[config.mk]
export PLATFORM = sky130hd
export DESIGN_NAME = sync_updown_mod_counter
export DESIGN_NICKNAME = d
export VERILOG_FILES = /design/src/rtl/sync_counter_pkg.sv /design/src/rtl/count_prescaler.sv /design/src/rtl/sync_updown_mod_counter.sv
export SDC_FILE = /design/constraint.sdc
export NUM_CORES = 1
export LEC_CHECK = 0
export CORE_AREA = 2 2 39 41
export CTS_CLUSTER_DIAMETER = 200
export CTS_CLUSTER_SIZE = 40
export DETAILED_ROUTE_END_ITERATION = 16
export DIE_AREA = 0 0 41 43
export SLEW_MARGIN = 30
export SYNTH_ARGS = -nofsm -noshare
export SYNTH_HDL_FRONTEND = slang
export SYNTH_SLANG_ARGS = --single-unit
export TNS_END_PERCENT = 100
[constraint.sdc]
create_clock -name clk -period 2 [get_ports clk]
set_input_delay 0.4 -clock clk [delete_from_list [all_inputs] [get_ports clk]]
set_output_delay 0.4 -clock clk [all_outputs]
set_load 0.02 [all_outputs]
[src/rtl/sync_counter_pkg.sv]
// Shared types and helpers for the synchronous up/down modulo counter family.
package sync_counter_pkg;

  typedef enum logic {
    RUN  = 1'b0,
    HALT = 1'b1
  } state_t;

  localparam int MIN_MAX   = 1;
  localparam int MIN_PRESC = 1;

  // A one-cycle prescaler still needs a 1-bit register to keep widths legal.
  function automatic int presc_width(input int presc);
    return (presc <= 1) ? 1 : $clog2(presc);
  endfunction

  function automatic bit params_legal(input int n, input int max, input int presc);
    longint full;
    full = (longint'(1) << n) - 1;
    return (max >= MIN_MAX) && (longint'(max) <= full) && (presc >= MIN_PRESC);
  endfunction

endpackage

[src/rtl/count_prescaler.sv]
// Divides enabled cycles by PRESC; step is high on the last cycle of each group.
// clr restarts the group; adv low freezes the phase.
module count_prescaler
  import sync_counter_pkg::*;
#(
  parameter int PRESC = 1
) (
  input  logic clk,
  input  logic reset_n,
  input  logic clr,
  input  logic adv,
  output logic step
);

  localparam int PW = presc_width(PRESC);
  localparam logic [PW-1:0] LAST = PW'(PRESC - 1);

  logic [PW-1:0] r_pre;
  logic          w_last;

  assign w_last = (r_pre == LAST);
  assign step   = adv & w_last;

  always_ff @(posedge clk) begin
    if (!reset_n) begin
      r_pre <= '0;
    end else if (clr) begin
      r_pre <= '0;
    end else if (adv) begin
      r_pre <= w_last ? '0 : r_pre + 1'b1;
    end
  end

endmodule

[src/rtl/sync_updown_mod_counter.sv]
// Up/down modulo-(MAX+1) counter with load, prescaler and one-shot halt.
// Registered outputs; a load or step shows on q one cycle after its edge.
module sync_updown_mod_counter
  import sync_counter_pkg::*;
#(
  parameter int N     = 4,
  parameter int MAX   = 2**N - 1,
  parameter int PRESC = 1
) (
  input  logic         clk,
  input  logic         reset_n,
  input  logic         en,
  input  logic         up,
  input  logic         oneshot,
  input  logic         load,
  input  logic [N-1:0] d,
  output logic [N-1:0] q,
  output logic         tc,
  output logic         done
);

  generate
    if (!params_legal(N, MAX, PRESC)) begin : g_param_check
      $error("sync_updown_mod_counter: illegal N/MAX/PRESC combination");
    end
  endgenerate

  localparam logic [N-1:0] MAX_Q = N'(MAX);

  state_t       r_state, w_state_nxt;
  logic [N-1:0] r_q, w_q_nxt;
  logic         r_tc, w_tc_nxt;
  logic         r_done, w_done_nxt;
  logic         w_adv;
  logic         w_step;
  logic [N-1:0] w_term;

  assign w_adv = en & (r_state == RUN);

  count_prescaler #(
    .PRESC(PRESC)
  ) u_presc (
    .clk    (clk),
    .reset_n(reset_n),
    .clr    (load),
    .adv    (w_adv),
    .step   (w_step)
  );

  assign w_term = up ? MAX_Q : '0;

  always_ff @(posedge clk) begin
    if (!reset_n) begin
      r_state <= RUN;
      r_q     <= '0;
      r_tc    <= 1'b0;
      r_done  <= 1'b0;
    end else begin
      r_state <= w_state_nxt;
      r_q     <= w_q_nxt;
      r_tc    <= w_tc_nxt;
      r_done  <= w_done_nxt;
    end
  end

  // Wrap targets are explicit so arithmetic stays modulo MAX+1, not 2**N.
  always_comb begin
    w_state_nxt = r_state;
    w_q_nxt     = r_q;
    w_tc_nxt    = 1'b0;
    w_done_nxt  = r_done;
    if (load) begin
      w_q_nxt     = (d > MAX_Q) ? MAX_Q : d;
      w_done_nxt  = 1'b0;
      w_state_nxt = RUN;
    end else if (w_step) begin
      if (r_q != w_term) begin
        w_q_nxt = up ? r_q + 1'b1 : r_q - 1'b1;
      end else if (!oneshot) begin
        w_q_nxt  = up ? '0 : MAX_Q;
        w_tc_nxt = 1'b1;
      end else begin
        w_tc_nxt    = 1'b1;
        w_done_nxt  = 1'b1;
        w_state_nxt = HALT;
      end
    end
  end

  assign q    = r_q;
  assign tc   = r_tc;
  assign done = r_done;

endmodule

# After elaboration in Yosys (flattened, before gate mapping)

Cells that the tools add are included.

Bits in registers: 7
Input port bits: 10
Logic and storage cells: 32

$add $sub $neg: 3
Magnitude comparators: 1
Equal/unequal tests: 2
Multiplexer cells: 10
Bitwise gates (word level): 7
Reduce and logical (&&, ||, !) cells: 5

Operators with widths:

| operator              | count |
|---|---|
| $mux W4               | 8 |
| $not A1 Y1            | 5 |
| $add A4 B1 Y4 const B | 1 |
| $gt A4 B4 Y1 const B  | 1 |
| $ne A4 B4 Y1          | 1 |
| $sub A4 B1 Y4 const B | 1 |
| $ne A3 B1 Y1 const B  | 1 |
| $reduce_and A3 Y1     | 1 |
| $reduce_or A3 Y1      | 1 |
| $and A1 B1 Y1         | 2 |
| $mux W1               | 2 |
| $reduce_and A2 Y1     | 1 |
| $reduce_bool A2 Y1    | 1 |
| $reduce_or A2 Y1      | 1 |
| $add A1 B1 Y1 const B | 1 |

# Logic depth before layout (Yosys ltp)

Word-level depth: 5
Depth in mapped cells: 6
Gate-level depth less buffers: 6

# Hierarchy

From an unflattened synthesis, not the netlist that was laid out.

Cell total of the unflattened synthesis: 60
Area, all modules: 479.2 µm²

By module, submodules not included:

| module                  | times used | cells each | area each (µm²) |
|---|---|---|---|
| sync_updown_mod_counter | 1          | 59         | 471.7 |
| count_prescaler         | 1          | 1          | 7.5 |

# Worst setup path after synthesis

No wires, ideal clock.

Kind: input port to flip-flop
From: in up
To: reg r_q[3] (netlist: q[3])
Setup time: 0.116 ns
Data arrival time: 1.719 ns
Slack: 0.165 ns
Cell stages on the path: 6
Cells stage by stage: inv_1 -> ha_1 -> a21oi_1 -> a21oi_1 -> or4_1 -> and3_1

Longest elaborated chain between the ends: 5
Elaborated cells between the ends (all ways): 10
Classes of those cells: eq/ne: 2; mux: 7; reduce/logical: 1

RTL lines:

| what                                    | line                                                         | source |
|---|---|---|
| from (decl)                             | sync_updown_mod_counter.sv:13                                | `input logic up,` |
| $mux W4 (on tied branches)              | sync_updown_mod_counter.sv:50, sync_updown_mod_counter.sv:80 |  |
| $ne A4 B4 Y1 or $mux W4 (tied branches) | sync_updown_mod_counter.sv:77, sync_updown_mod_counter.sv:79 |  |
| $mux W4                                 | sync_updown_mod_counter.sv:77                                | `if (r_q != w_term) begin` |
| $mux W4                                 | sync_updown_mod_counter.sv:76                                | `end else if (w_step) begin` |
| $mux W4                                 | sync_updown_mod_counter.sv:72                                | `if (load) begin` |
| to (signal assigned)                    | sync_updown_mod_counter.sv:60                                | `r_q <= w_q_nxt;` |
| to (decl)                               | sync_updown_mod_counter.sv:31                                | `logic [N-1:0] r_q, w_q_nxt;` |

Several ways; a longest one is shown, not always the timed one. The select of a mux whose other input is x is not followed.
A chain may end at the register's enable or synchronous reset.

# Worst setup path after layout

From: reg r_q[0] (netlist: q[0])
To: out q[0]

RTL lines:

| what      | line                          | source |
|---|---|---|
| to (decl) | sync_updown_mod_counter.sv:17 | `output logic [N-1:0] q,` |

No word-level cell between the ends.

==> impl_metrics.toml <==
[cts]
cts-htree-levels = 1
post_cts_buffers = 0
cts_tree = "built"
clockBufferDepth = 2
cts.root.buffer_cell = "clkbuf_4"
worstSkewPairLatency_ns = 0.25
clock-sinks = 6
clkTransAtPathRegs_ns = 0.05
cts_buffers = 3

[grt]
grt_antenna_before_repair = 0
gr-usage-met2_pct = 21.9
grt_max_degree = 10
met3_usage_pct = 5.76
grt_busiest_layer = "met2"
grt_pass1_wl_um = 1960
grt_usage_pct = 16.3
grt_pass1_vias = 481
use_met1_pct = 21.4
grt_overflow_total = 0

[run_status]
status = "completed"

[run]
maxCapViolCount = 0

[logic_synthesis]
syn_nets = 69
ys_ff_latch = 6
synth_area_per_cell_um2 = 8.02
yosys_warnings = 0
synth_cells = 56
synth.distinct_cells = 26
netlist_area_um2 = 449
synth_seq_area_share_pct = 26.7

[worst_setup_path]
cpMaxStageDelayCell = "clkdlybuf4s50_1"
timing.rr.end = "q[3]$_SDFFE_PN0P_"
crit_start = "q[0]$_SDFFE_PN0P_"
worstPathMaxFanout = 8
path_class = "reg -> out"
critPathMaxStageDelay_ns = 0.67
reg2reg_depth = 5
path_cells = "clkdlybuf4s50_1"
r2r_slack_ns = 0.35
worstPathArrival_ns = 1.42
crit_path_start_kind = "register"
crit_buf_inv = 1
crit_path_end_kind = "output port"
path_delay_family = "buffers and inverters"
crit_cells = 1
cp.required_ns = 1.60
r2r-start = "q[2]$_SDFFE_PN0P_"
crit_end = "q[0]"

[timing]
hold-worst-slack_ns = 0.539
slew_headroom_pct = 76.8
fin_crit_sh_pct = 90.8
tightest_slew_ns = 0.347
drv_slew = 0
fin_crit_ns = 1.82
setup_viol = 0
skew_ns = 0.00507
max_freq_ghz = 0.551
finalHoldViolations = 0
grt_setup_unrepaired = "false"

[power_and_ir_drop]
seqPwrFrac_pct = 35.2
vdd_drop_max_v = 0.000352
switchingPower_uw = 127
powerDensity_mw_per_mm2 = 555
p_sw_share_pct = 31.1
p_leak_nw = 0.293
power.internal_uw = 280
power.total_uw = 407
comb_power_share_pct = 36.7
clkPwrFrac_pct = 28.1

[floorplan]
row_count = 14
initial_core_util_pct = 32.5
die_w_um = 41
ios = 16
coreArea_mm2 = 0.00138
dieHeight_um = 43
die_area_mm2 = 0.00176

[layout]
finalNetCount = 97
area_delta_synth_final_pct = 63.2
drive_gt1_share_pct = 23.2
fin_cells = 98
final_cell_area_um2 = 733
antennaDiodeCount = 0

[route]
drcViolationCount = 0
num_vias = 499
routed_wirelength_um = 1190
vias_per_cell = 5.09
drt-pass1-iter-count = 4
routedWlPerCell_um = 12.2
drt.antenna.violating_nets = 0
drt-initial-drc-count = 4

[placed_design]
finalWeightedCongestion = 0.745
placed_cell_area_um2 = 683
hpwl_um = 931
placedCellCount = 95
portBuffers = 15

[worst_hold_path]
min_path_type = "reg -> reg"
cell usage after synthesis:
library cell,instances,area share [%]
a2111o_1,1,2.5
a2111oi_2,1,3.3
a211oi_1,2,3.3
a21o_1,1,1.7
a21oi_1,5,5.6
a41o_1,1,2.2
and3_1,3,4.2
clkbuf_1,1,0.83
dfxtp_1,6,27
fa_1,1,4.5
ha_1,2,5.6
inv_1,6,5.0
nand2_1,3,2.5
nand3_1,5,5.6
nand4_1,1,1.4
nor2_1,2,1.7
nor2b_1,3,4.2
nor3_1,3,3.3
nor3b_1,2,3.3
nor4_1,1,1.4
o2111ai_1,1,2.0
o21ai_0,1,1.1
or3_4,1,2.5
or4_1,1,1.7
or4_2,1,2.0
xnor2_1,1,2.0
routing by layer:
layer | up-vias | wire length, um
li1 | 264 | -
met1 | 219 | 580
met2 | 12 | 528
met3 | 4 | 55
met4 | 0 | 26
met5 | - | 0
logic make-up (layout without fill, tap and decap cells):
kind of cell	Yosys count	in the layout	share of synthesized area, %
compound gates	13	13	21.7
xor+xnor	1	1	1.95
fa+ha+maj	3	3	10.0
buf+inv	7	33	5.85
flops	6	6	26.7
simple gates	26	26	33.7
metrics by stage:
stage               setup WS (ns)  setup TNS [ns]  util [%]
floorplan                   0.165               0         -
global placement           -0.331          -0.763      49.4
detailed placement         -0.387          -0.893      49.4
CTS                         0.166               0      53.0
global route                0.141               0      53.0
finish                      0.184               0      53.0
how the worst min path moves through the flow:
stage                                 start                end  slack, ns  depth (start not counted)
after floorplan                     reset_n      tc$_SDFF_PP0_       0.55                          1
after global placement    done$_SDFFE_PP0P_  done$_SDFFE_PP0P_       0.53                          2
after detailed placement  done$_SDFFE_PP0P_  done$_SDFFE_PP0P_       0.54                          2
after CTS                 done$_SDFFE_PP0P_  done$_SDFFE_PP0P_       0.54                          2
after global routing      done$_SDFFE_PP0P_  done$_SDFFE_PP0P_       0.57                          2
final                     done$_SDFFE_PP0P_  done$_SDFFE_PP0P_       0.54                          2
repair_timing:
| action | 4_1_cts | 5_1_grt |
|---|---|---|
| gates resized for setup | 5 | 0 |
| endpoints found under the setup margin | 1 | 0 |
| hold buffers | 0 | 0 |
cell usage in the layout, fill, tap and decap left out, types with 2 or more instances in the layout:
cell type | Yosys | routed
a211oi_1 | 2 | 2
a21oi_1 | 5 | 4
and3_1 | 3 | 3
buf_4 | 0 | 9
clkbuf_4 | 0 | 3
clkdlybuf4s50_1 | 0 | 14
dfxtp_1 | 6 | 6
ha_4 | 0 | 2
inv_1 | 6 | 5
nand2_1 | 3 | 3
nand3_1 | 5 | 5
nor2_1 | 2 | 2
nor2b_1 | 3 | 3
nor3_1 | 3 | 3
nor3b_1 | 2 | 2
sequential cells by signal (all words and copies together), names as in the netlist:
register  flops
done          1
q             4
tc            1
cell type report:
class / instances / area (um2)
multi-input combinational: 43 / 332
fill: 127 / 651
timing repair buffer: 24 / 216
clock buffer: 3 / 22.5
tap: 16 / 20.0
sequential: 6 / 120
inverter: 6 / 22.5
power by group through the flow:
| stage | Sequential, mW | Combinational (mW) | Clock, mW |
|---|---|---|---|
| final | 0.143 | 0.149 | 0.114 |
| after global routing | 0.144 | 0.165 | 0.127 |
| after CTS | 0.143 | 0.149 | 0.117 |
| after detailed placement | 0.144 | 0.140 | 0 |
| after global placement | 0.144 | 0.139 | 0 |
| after floorplan | 0.150 | 0.0636 | 0 |
Note: power is estimated with default switching activity, not from simulation.
